[src/rtl/csl_seq_pkg.sv]
// Shared types and command tables for the console command sequencer.
// Optional feature macro: CSL_SEQ_TIMEOUT_EN (WAIT-state timeout).
package csl_seq_pkg;

    typedef enum logic [2:0] {
        CMD_NOP  = 3'd0,
        CMD_RUN  = 3'd1,
        CMD_HALT = 3'd2,
        CMD_STEP = 3'd3,
        CMD_EXEC = 3'd4
    } cmd_e;

    typedef enum logic [2:0] {
        STAT_OK      = 3'd0,
        STAT_TIMEOUT = 3'd1,
        STAT_ILLEGAL = 3'd2,
        STAT_NOTHALT = 3'd3,
        STAT_ABORT   = 3'd4
    } stat_e;

    typedef enum logic [2:0] {
        ST_IDLE  = 3'd0,
        ST_CHECK = 3'd1,
        ST_SET   = 3'd2,
        ST_WAIT  = 3'd3,
        ST_DONE  = 3'd4
    } state_e;

    typedef struct packed {
        logic run;
        logic cont;
        logic exec;
    } csl_t;

    localparam int unsigned TIMER_W = 16;

    function automatic logic cmd_legal(input logic [2:0] code);
        return (code <= CMD_EXEC);
    endfunction

    // STEP and EXEC are only meaningful on a halted CPU.
    function automatic logic cmd_needs_halt(input logic [2:0] code);
        return (code == CMD_STEP) || (code == CMD_EXEC);
    endfunction

    function automatic csl_t csl_lookup(input logic [2:0] code);
        csl_t v;
        v = '0;
        case (code)
            CMD_RUN:  v = '{run: 1'b1, cont: 1'b1, exec: 1'b0};
            CMD_STEP: v = '{run: 1'b0, cont: 1'b1, exec: 1'b0};
            CMD_EXEC: v = '{run: 1'b0, cont: 1'b1, exec: 1'b1};
            default:  v = '0;
        endcase
        return v;
    endfunction

    function automatic logic cmd_complete(input logic [2:0] code,
                                          input logic       cont,
                                          input logic       exec,
                                          input logic       halt);
        logic met;
        met = 1'b0;
        case (code)
            CMD_RUN:  met = !halt;
            CMD_HALT: met = halt;
            CMD_STEP: met = halt && !cont;
            CMD_EXEC: met = halt && !cont && !exec;
            default:  met = 1'b0;
        endcase
        return met;
    endfunction

endpackage

[src/rtl/csl_seq_timer.sv]
// Saturating 16-bit WAIT-state timer with synchronous clear and a terminal-count flag.
// Only instantiated when CSL_SEQ_TIMEOUT_EN is defined.
module csl_seq_timer
    import csl_seq_pkg::*;
#(
    parameter int unsigned TIMEOUT = 1024
) (
    input  logic clk,
    input  logic rst_n,
    input  logic clken,
    input  logic clr_i,
    input  logic inc_i,
    output logic expire_o
);

    localparam logic [TIMER_W-1:0] LAST = TIMER_W'(TIMEOUT - 1);

    logic [TIMER_W-1:0] cnt_q, cnt_d;

    always_comb begin
        cnt_d = cnt_q;
        if (clr_i) begin
            cnt_d = '0;
        end else if (inc_i && (cnt_q != '1)) begin
            cnt_d = cnt_q + 1'b1;
        end
    end

    always_ff @(posedge clk or negedge rst_n) begin
        if (!rst_n) begin
            cnt_q <= '0;
        end else if (clken) begin
            cnt_q <= cnt_d;
        end
    end

    assign expire_o = (cnt_q == LAST);

endmodule

[src/rtl/csl_seq.sv]
// Console command sequencer: accepts one host command, strobes the console status
// flops, waits for the microcode handshake and reports a status. Macro: CSL_SEQ_TIMEOUT_EN.
module csl_seq
    import csl_seq_pkg::*;
#(
    parameter int unsigned TIMEOUT = 1024
) (
    input  logic       clk,
    input  logic       rst_n,
    input  logic       clken,
    input  logic       cmdVALID,
    input  logic [2:0] cmdCODE,
    input  logic       cmdABORT,
    output logic       cmdREADY,
    output logic       cmdDONE,
    output logic [2:0] cmdSTAT,
    input  logic       cpuRUN,
    input  logic       cpuCONT,
    input  logic       cpuEXEC,
    input  logic       cpuHALT,
    output logic       cslSET,
    output logic       cslRUN,
    output logic       cslCONT,
    output logic       cslEXEC
);

    state_e     state_q, state_d;
    logic [2:0] cmd_q, cmd_d;
    stat_e      stat_q, stat_d;
    csl_t       csl_q, csl_d;
    logic       ready_q, ready_d;
    logic       done_q, done_d;
    logic       set_q, set_d;

    // Completion never depends on the CPU run flag; it is part of the interface only.
    logic unused_cpu_run;
    assign unused_cpu_run = cpuRUN;

`ifdef CSL_SEQ_TIMEOUT_EN
    logic tmr_clr, tmr_inc, tmr_expire;

    csl_seq_timer #(
        .TIMEOUT (TIMEOUT)
    ) u_timer (
        .clk      (clk),
        .rst_n    (rst_n),
        .clken    (clken),
        .clr_i    (tmr_clr),
        .inc_i    (tmr_inc),
        .expire_o (tmr_expire)
    );
`else
    logic [TIMER_W-1:0] unused_timeout;
    assign unused_timeout = TIMER_W'(TIMEOUT);
`endif

    always_comb begin
        state_d = state_q;
        cmd_d   = cmd_q;
        stat_d  = stat_q;
        csl_d   = csl_q;
`ifdef CSL_SEQ_TIMEOUT_EN
        tmr_clr = 1'b0;
        tmr_inc = 1'b0;
`endif
        case (state_q)
            ST_IDLE: begin
                if (cmdVALID) begin
                    cmd_d   = cmdCODE;
                    state_d = ST_CHECK;
                end
            end
            ST_CHECK: begin
                if (!cmd_legal(cmd_q)) begin
                    stat_d  = STAT_ILLEGAL;
                    state_d = ST_DONE;
                end else if (cmd_needs_halt(cmd_q) && !cpuHALT) begin
                    stat_d  = STAT_NOTHALT;
                    state_d = ST_DONE;
                end else if (cmd_q == CMD_NOP) begin
                    stat_d  = STAT_OK;
                    state_d = ST_DONE;
                end else begin
                    csl_d   = csl_lookup(cmd_q);
                    state_d = ST_SET;
                end
            end
            ST_SET: begin
`ifdef CSL_SEQ_TIMEOUT_EN
                tmr_clr = 1'b1;
`endif
                state_d = ST_WAIT;
            end
            ST_WAIT: begin
                // Priority: completion, then abort, then timeout.
                if (cmd_complete(cmd_q, cpuCONT, cpuEXEC, cpuHALT)) begin
                    stat_d  = STAT_OK;
                    state_d = ST_DONE;
                end else if (cmdABORT) begin
                    stat_d  = STAT_ABORT;
                    state_d = ST_DONE;
`ifdef CSL_SEQ_TIMEOUT_EN
                end else if (tmr_expire) begin
                    stat_d  = STAT_TIMEOUT;
                    state_d = ST_DONE;
                end else begin
                    tmr_inc = 1'b1;
`endif
                end
            end
            ST_DONE: begin
                state_d = ST_IDLE;
            end
            default: begin
                state_d = ST_IDLE;
            end
        endcase

        if (state_d == ST_DONE) begin
            csl_d = '0;
        end

        ready_d = (state_d == ST_IDLE);
        done_d  = (state_d == ST_DONE);
        set_d   = (state_d == ST_SET);
    end

    always_ff @(posedge clk or negedge rst_n) begin
        if (!rst_n) begin
            state_q <= ST_IDLE;
            cmd_q   <= CMD_NOP;
            stat_q  <= STAT_OK;
            csl_q   <= '0;
            ready_q <= 1'b1;
            done_q  <= 1'b0;
            set_q   <= 1'b0;
        end else if (clken) begin
            state_q <= state_d;
            cmd_q   <= cmd_d;
            stat_q  <= stat_d;
            csl_q   <= csl_d;
            ready_q <= ready_d;
            done_q  <= done_d;
            set_q   <= set_d;
        end
    end

    assign cmdREADY = ready_q;
    assign cmdDONE  = done_q;
    assign cmdSTAT  = stat_q;
    assign cslSET   = set_q;
    assign cslRUN   = csl_q.run;
    assign cslCONT  = csl_q.cont;
    assign cslEXEC  = csl_q.exec;

endmodule

[config.mk]
export PLATFORM = sky130hd
export DESIGN_NAME = csl_seq
export DESIGN_NICKNAME = d
export VERILOG_FILES = /design/src/rtl/csl_seq_pkg.sv /design/src/rtl/csl_seq_timer.sv /design/src/rtl/csl_seq.sv
export SDC_FILE = /design/constraint.sdc
export NUM_CORES = 1
export LEC_CHECK = 0
export BUFFER_PORTS_ARGS = -buffer_cell sky130_fd_sc_hd__clkbuf_2
export CAP_MARGIN = 20
export CORE_MARGIN = 5
export CORE_UTILIZATION = 45
export DETAILED_ROUTE_END_ITERATION = 7
export GPL_ROUTABILITY_DRIVEN = 0
export HOLD_SLACK_MARGIN = 0.1
export PLACE_DENSITY = 0.7
export SYNTH_ARGS = -nofsm -noshare
export SYNTH_HDL_FRONTEND = slang
export SYNTH_SLANG_ARGS = --single-unit
[constraint.sdc]
create_clock -name clk -period 3.1 [get_ports clk]
set_input_delay 0.465 -clock clk [delete_from_list [all_inputs] [get_ports clk]]
set_output_delay 0.465 -clock clk [all_outputs]
set_load 0.02 [all_outputs]
# Word-level counts from Yosys, hierarchy flattened
# Index checks and enable logic that the tools add are counted.
[totals] romBits=0 ff_bits=15 mem_bits_rw=0 wordCells=60 output_inout_bits=9 latchBits=0 memories=0
[op_classes] order_cmp=1 mux=21 multipliers=0 addsub=0 eq_ne=13 bitwise=0 shift=0 reduce_logical=16 n_div=0
[ops] op="2-to-1 mux 3 bit" count=16
[ops] op="== test 3 x 2 -> 1 bit (second input constant)" count=5
[ops] op="one-hot mux 3 bit (4 select lines)" count=1
[ops] op="logical NOT 3 bit" count=3
[ops] op="one-hot mux 3 bit (3 select lines)" count=1
[ops] op="== test 3 x 1 -> 1 bit (second input constant)" count=2
[ops] op="== test 3 bit (second input constant)" count=2
[ops] op="one-hot mux 3 bit (2 select lines)" count=1
[ops] op="nonzero test 2 bit" count=3
[ops] op="AND reduction 5 bit" count=1
[ops] op="inequality test 2 bit (second input constant)" count=2
[ops] op="inequality test 4 bit (second input constant)" count=1
[ops] op="one-hot mux 1 bit (4 select lines)" count=1
[ops] op="AND reduction 4 bit" count=1
[ops] op="less-or-equal comparator 3 bit (second input constant)" count=1
[ops] op="logical AND 1 bit" count=3
[ops] op="logical NOT 1 bit" count=3
[ops] op="inequality test 3 bit (second input constant)" count=1
[ops] op="AND reduction 3 bit" count=1
[ops] op="logical OR 1 bit" count=1
[ops] op="2-to-1 mux 1 bit" count=1

# Longest topological paths before layout
# Gate-level depths: netlist (run 1).
[depth] ltp_word=10 ltp_mapped=7 mapped_depth_nobuf=5

# Least setup slack after synthesis (run 1)
# No wires, ideal clock.
[synth_path] path_kind="reg-to-reg" start="register cmd_q[0]" end="register csl_q, in the netlist cslEXEC" n_path_buf=1 setup_slack_ns=1.395 t_required_ns=2.980 synth_period_minus_slack_ns=1.705 t_arrival_ns=1.585 path_stages_with_launch=7 path_cell_list="dfrtp_1 buf_6 or4b_4 o211ai_2 or4_4 nand2b_4 a31o_1"
[synth_via] elab_chain_len=9 word_cells_on_any_way=27 classes_between="1 x order compare; 7 x eq/ne; 13 x mux; 6 x reduce/logical"
[synth_lines] item="start, declared" line_no="csl_seq.sv:28" rtl="logic [2:0] cmd_q, cmd_d;"
[synth_lines] item="start signal, assigned" line_no="csl_seq.sv:139" rtl="cmd_q <= cmd_d;"
[synth_lines] item="parallel branches: the longest is 9 deep, another holds AND reduction 5 bit"
[synth_lines] item="end signal, assigned" line_no="csl_seq.sv:141" rtl="csl_q <= csl_d;"
[synth_lines] item="end, declared" line_no="csl_seq.sv:30" rtl="csl_t csl_q, csl_d;"
# Parallel ways; which one is timed is not known. The select of a mux whose other input is x is not followed.
# A chain may end at the register's enable or synchronous reset.

# Final worst setup path (run 1)
[layout_path] start="register cmd_q[0]" end="register csl_q, in the netlist cslRUN"
# The elaborated chain is that of the path after synthesis.

==> reports/metrics.csv, run 1 <==
metric;value;unit
status;finished, final reports clean;
p_clk_share;12.8;%
start_util;47.39;%
dp_hpwl;1235;µm
grt_usage;14.52;%
synth_ff_type;dfrtp_1;
num_io_pins;21;
synth_edf_count;0;
combPwrFrac;43.6;%
min_period;1.840;ns
drt-pass1-iter-count;4;
antenna_found_initial;0;
cts_sinks;15;
r2r_start;cmd_q[0];
layout-drive-gt1-share;36.08;%
grt_pass1_vias;616;
grt-ovfl-total;0;
drtIter0Drc;13;
area_growth;16.67;%
seq_power_share;43.5;%
worst_pin_slew;0.4023;ns
syn_inst;77;
fin_util;55.29;%
clk_path_buf_depth;2;
fin_crit_sh;59.35;%
finalSetupViolCount;0;
whs;0.4103;ns
syn_area_per_cell;10.63;µm²
final-hold-violation-count;0;
drt-total-wl;1676;µm
die_h;52.64;µm
nFillCells;162;
timing.final.max_slew_violations;0;
layout_commonest_cell;clkbuf_2;
remaining_drc_errors;0;
max_freq;543.5;MHz
maxCapViolCount;0;
die_width;52.64;µm
critPathLaunchType;register;
yosysWarnings;0;
dpl_cell_area;918.4;µm²
fp.coreArea;1727;µm²
ys_ff_latch;15;
rsz0062_at_grt;no;
grt_pass1_wl;2925;µm
synth_cell_types;37;
switching_share;41.31;%
insertion_delay;0.29;ns
relSlewSlack;73.18;%
row_count;15;
fin_setup_tns;0;ns
numPortBuffers;19;
path_max_fanout;9;
insertedDiodeCount;0;
seq_area_frac_synth;46.02;%
fin_ws;1.260;ns
ys_async_sr_fraction;100.0;%
cp.arrival;2.01;ns
wire_per_inst;13.74;µm
startpoint;cmd_q[0];
worstSetupPathType;register to register;
switching_power;361.5;µW
htree_levels;1;
skew;0.007515;ns
clk_pin_slew_worst_paths;0.08;ns
hold_path.class;input port to register;
antenna_left;0;
place_ws;1.170;ns
stdcell_area;954.7;µm²
syn-num-nets;89;
cp-end-kind;register;
internal_power;513.6;µW
cts_setup_buffers;0;
cts_tree;done;
worstPathRequired;3.27;ns
leakage;0.4550;nW
vias;651;
layout_common_cells;clkbuf_2, dfrtp_1, o21ai_0;
die_area;2771;µm²
avgViaCountPerCell;5.336;
power.density;916.7;nW/µm²
cts-buffers-inserted;3;
finalNetCount;110;
min_from;cmdCODE[0];
grt_start_max_net_pins;16;
max_stage_delay;0.55;ns
ir_drop;0.0004447;V
cp_cell_sequence;or4b_4, o211ai_2, or4_4, nand2b_4, a31o_1;
slowest_stage;or4b_4;
root_buffer;clkbuf_4;
netlist_area;818.3;µm²
==> per-stage QoR <==
| step | std cells | power [mW] |
|---|---|---|
| 2_1_floorplan | 77 | 0.6781 |
| 3_3_place_gp | 117 | 0.7533 |
| 3_5_place_dp | 117 | 0.7694 |
| 4_1_cts | 122 | 0.8845 |
| 5_1_grt | 122 | 0.9581 |
| 6_report | 122 | 0.8751 |
==> registers in the layout, summed over array words and instances, names as in the netlist <==
signal	cells
state_q	3
cmdREADY	1
cmdSTAT	3
cslCONT	1
cslRUN	1
cmdDONE	1
cmd_q	3
cslEXEC	1
cslSET	1
==> cell type report <==
type | count | area, µm² | area share, %
multi-input combinational | 53 | 396.6 | 41.55
inverter | 5 | 18.77 | 1.966
clock buffer | 4 | 26.28 | 2.752
tap | 25 | 31.28 | 3.277
timing repair buffer | 20 | 105.1 | 11.01
sequential | 15 | 376.6 | 39.45
==> Yosys cell counts (2+ instances only) <==
library cell	instances	area [µm²]
nor3_1	2	10.01
mux2_2	3	33.78
dfrtp_1	14	350.3
o21ai_0	8	40.04
inv_1	5	18.77
a21oi_1	2	10.01
a21o_2	2	17.52
nand3_1	2	10.01
a31o_1	3	26.28
and2b_1	2	15.01
a31oi_1	2	12.51
nor3b_1	2	15.01
nor2_1	5	18.77
or4bb_1	2	22.52
==> path summary, 6_finish.rpt <==
| check | endpoint | cells after the start | slack (ns) |
|---|---|---|---|
| min | cmd_q[0] | 2 | 0.41 |
| min in group asynchronous | cslSET | 2 | 0.62 |
| max | cslRUN | 5 | 1.26 |
| min reg2reg | cmdSTAT[0] | 1 | 0.49 |
| max reg2reg | cslRUN | 5 | 1.26 |
| max in group asynchronous | cmdREADY | 2 | 2.18 |
==> power by group through the flow <==
stage                     combinational, mW  sequential, mW  clock, mW
after floorplan                       0.285           0.393          0
after global placement                0.375           0.378          0
after detailed placement              0.381           0.388          0
after CTS                             0.387           0.383      0.115
after global routing                  0.425           0.405      0.128
final                                 0.382           0.381      0.112
==> timing repair <==
action,in CTS,in global routing
hold endpoints to repair,14,0
hold buffers,1,0
gates resized for setup,0,0
==> metal layers <==
layer / up-vias / part of all wire, % / wire length (µm) / track usage, %
met2: 15 / 46 / 763 / 20.45
met3: 5 / 4.0 / 67 / 2.849
li1: 319 / - / - / -
met1: 312 / 48 / 803 / 20.68
met4: 0 / 2.4 / 41 / 7.660
met5: - / 0 / 0 / 0
==> logic make-up (layout without fill, tap and decap cells) <==
kind of cell / after synthesis / after routing / synth area share [%]
mux: 3 / 3 / 4.128
flops: 15 / 15 / 46.03
simple gates: 25 / 25 / 22.93
buf+inv: 9 / 29 / 5.504
compound gates: 25 / 25 / 21.41
==> critical path, delay by kind of cell, from the launching register on <==
kind	cells	cell delay, ns
AO/OA/AOI/OAI	2	0.45
flip-flops	1	0.48
AND/OR/NAND/NOR	3	0.81
(Power assumes the default switching activity.)
==> run 2, diff against run 1 <==
ABC_AREA = 1   (was unset)
PLACE_DENSITY = 0.72   (was 0.7)
clock period = 1.55 ns   (was 3.1 ns; I/O delays follow)
==> reports/metrics.csv, run 2 <==
metric;value;unit;change
placed_cells;143;;+22%
drt-pass1-iter-count;4;;unchanged
ys_ff_latch;15;;unchanged
combPwrFrac;47.4;%;+3.8 points
dpl_cell_area;968.4;µm²;+5.4%
cts-buffers-inserted;3;;unchanged
leakage;0.5060;nW;+11%
status;finished, final reports clean;;
power.density;1735;nW/µm²;+89%
path_max_fanout;9;;unchanged
min_period;1.452;ns;-0.3883 ns
layout_commonest_cell;nand2_1;;
cts_tree;done;;
cp_cell_sequence;nor2_4, nand2_4, nor2_1, nor2_4, nand4_4, nand2_4, nand3_1, o21ai_1;;
fin_setup_tns;0;ns;unchanged
grt_start_max_net_pins;16;;unchanged
synth_ff_type;dfrtp_1;;
maxCapViolCount;0;;unchanged
skew;0.0008037;ns;-0.006712 ns
area_growth;19.67;%;
whs;0.1833;ns;-0.2271 ns
hold_path.class;input port to register;;
fp.coreArea;1745;µm²;+1.1%
insertion_delay;0.28;ns;about the same
start_util;48.10;%;+0.71 points
die_area;2830;µm²;+2.1%
max_stage_delay;0.48;ns;-0.07 ns
cp.arrival;1.63;ns;-0.38 ns
synth_cell_types;24;;-35%
finalNetCount;136;;+24%
synthTopCellsByCount;nand2_1, dfrtp_1, nand3_1, inv_1, nor2_1;;
switching_share;46.14;%;+4.8 points
regToRegSetupSlack;0.1;ns;-1.16 ns
numPortBuffers;19;;unchanged
finalSetupViolCount;0;;unchanged
netlist_area;839.6;µm²;+2.6%
final-hold-violation-count;0;;unchanged
stdcell_area;1005;µm²;+5.2%
ys_async_sr_fraction;100.0;%;unchanged
clk_path_buf_depth;2;;unchanged
die_h;53.20;µm;+1.1%
yosysWarnings;0;;unchanged
antenna_left;0;;unchanged
seq_power_share;39.7;%;-3.8 points
fin_crit_sh;93.65;%;+34 points
die_width;53.20;µm;+1.1%
grt_pass1_vias;648;;+5.2%
synth_most_common_cell;nand2_1;;
drt-total-wl;1665;µm;-0.66%
num_io_pins;21;;unchanged
cp-end-kind;register;;
cts_sinks;15;;unchanged
worst_pin_slew;0.3802;ns;-0.02210 ns
synth_top_cell_area_share;41.73;%;-1.1 points
rsz0062_at_grt;no;;
ir_drop;0.0006737;V;+51%
row_count;15;;unchanged
synth_edf_count;0;;unchanged
critPathLaunchType;register;;
avgViaCountPerCell;5.074;;-4.9%
slowest_stage;dfrtp_1;;
synth_top_area_cell;dfrtp_1;;
dp_hpwl;1317;µm;+6.7%
layout-drive-gt1-share;30.89;%;-5.2 points
p_total;1.743;mW;+99%
antenna_found_initial;0;;unchanged
synth.area.top_cells;dfrtp_1, nand2_1, nand3_1, inv_1, nor2_1;;
crit_family;simple AND/OR/NAND/NOR gates;;
timing.final.max_slew_violations;0;;unchanged
p_clk_share;12.9;%;about the same
max_freq;688.9;MHz;+27%
clk_pin_slew_worst_paths;0.09;ns;about the same
grt-ovfl-total;0;;unchanged
grt_usage;13.53;%;-1.0 points
finalNonFillerCells;148;;+21%
fin_ws;0.09846;ns;-1.162 ns
relSlewSlack;74.65;%;+1.5 points
nFillCells;176;;+8.6%
insertedDiodeCount;0;;unchanged
path_buf_inv;0;;unchanged
seq_area_frac_synth;44.86;%;-1.2 points
vias;751;;+15%
fin_util;57.56;%;+2.3 points
place_ws;0.1014;ns;-1.069 ns
internal_power;939.0;µW;+83%
syn-num-nets;111;;+25%
grt_pass1_wl;2753;µm;-5.9%
remaining_drc_errors;0;;unchanged
worstSetupPathType;register to register;;
layout_common_cells;nand2_1, clkbuf_2, dfrtp_1;;
syn_inst;99;;+29%
switching_power;804.3;µW;+120%
htree_levels;1;;unchanged
root_buffer;clkbuf_4;;
worstPathRequired;1.73;ns;-1.54 ns
drtIter0Drc;18;;+5
syn_area_per_cell;8.480;µm²;-20%
wire_per_inst;11.25;µm;-18%
[run 2: changes by cell type in the layout (fill, tap and decap cells not counted), sizes merged, moves of 2 or more]
cell,before,now
nand2,1,28
nand3,2,14
nor2,5,11
inv,5,10
a21oi,2,6
a21o,3,0
nor3b,3,0
a31o,3,1
and2b,2,0
mux2,3,1
o211ai,2,0
or4bb,2,0
[run 2: cells by family after synthesis]
logic type      after synthesis  share of synthesized area (%)
simple gates                 56                          36.07
mux                           1                          1.341
compound gates               16                          12.67
flops                        15                          44.86
buf+inv                      11                          5.066
[run 2: repair_timing]
action,4_1_cts,5_1_grt
endpoints found under the hold margin,14,0
hold buffers,1,0
buffers inserted,0,0
gates resized for setup,0,0
[run 2: path summary, 6_finish.rpt]
path,from,end,cells after the start
min in group asynchronous,rst_n,cslSET,2
setup / recovery,cmd_q[0],cslRUN,8
hold / removal,cmdCODE[0],cmd_q[0],2
hold reg to reg,cmdREADY,cmdREADY,2
setup reg to reg,cmd_q[0],cslRUN,8
max in group asynchronous,rst_n,cmdREADY,2
[run 2: cell type report]
cell class              instances  area, µm²  area share, %
multi-input cells              73      420.4          41.84
flip-flops and latches         15      376.6          37.48
repair buffers                 21      112.6          11.21
inverters                      10      37.54          3.736
well taps                      25      31.28          3.113
clock buffers                   4      26.28          2.615
[run 2: per-layer routing]
metal  GRT usage, %  wire, µm
met1          15.08       717
met2          23.14       780
met3          3.380       133
met4          7.660        34
met5              0         0
[run 2: power groups by stage]
stage / Combinational (mW) / Sequential, mW / Clock [mW]
after floorplan: 0.519 / 0.795 / 0
after global placement: 0.816 / 0.693 / 0
after detailed placement: 0.834 / 0.701 / 0
after CTS: 0.837 / 0.693 / 0.240
after global routing: 0.925 / 0.716 / 0.259
final: 0.826 / 0.693 / 0.224
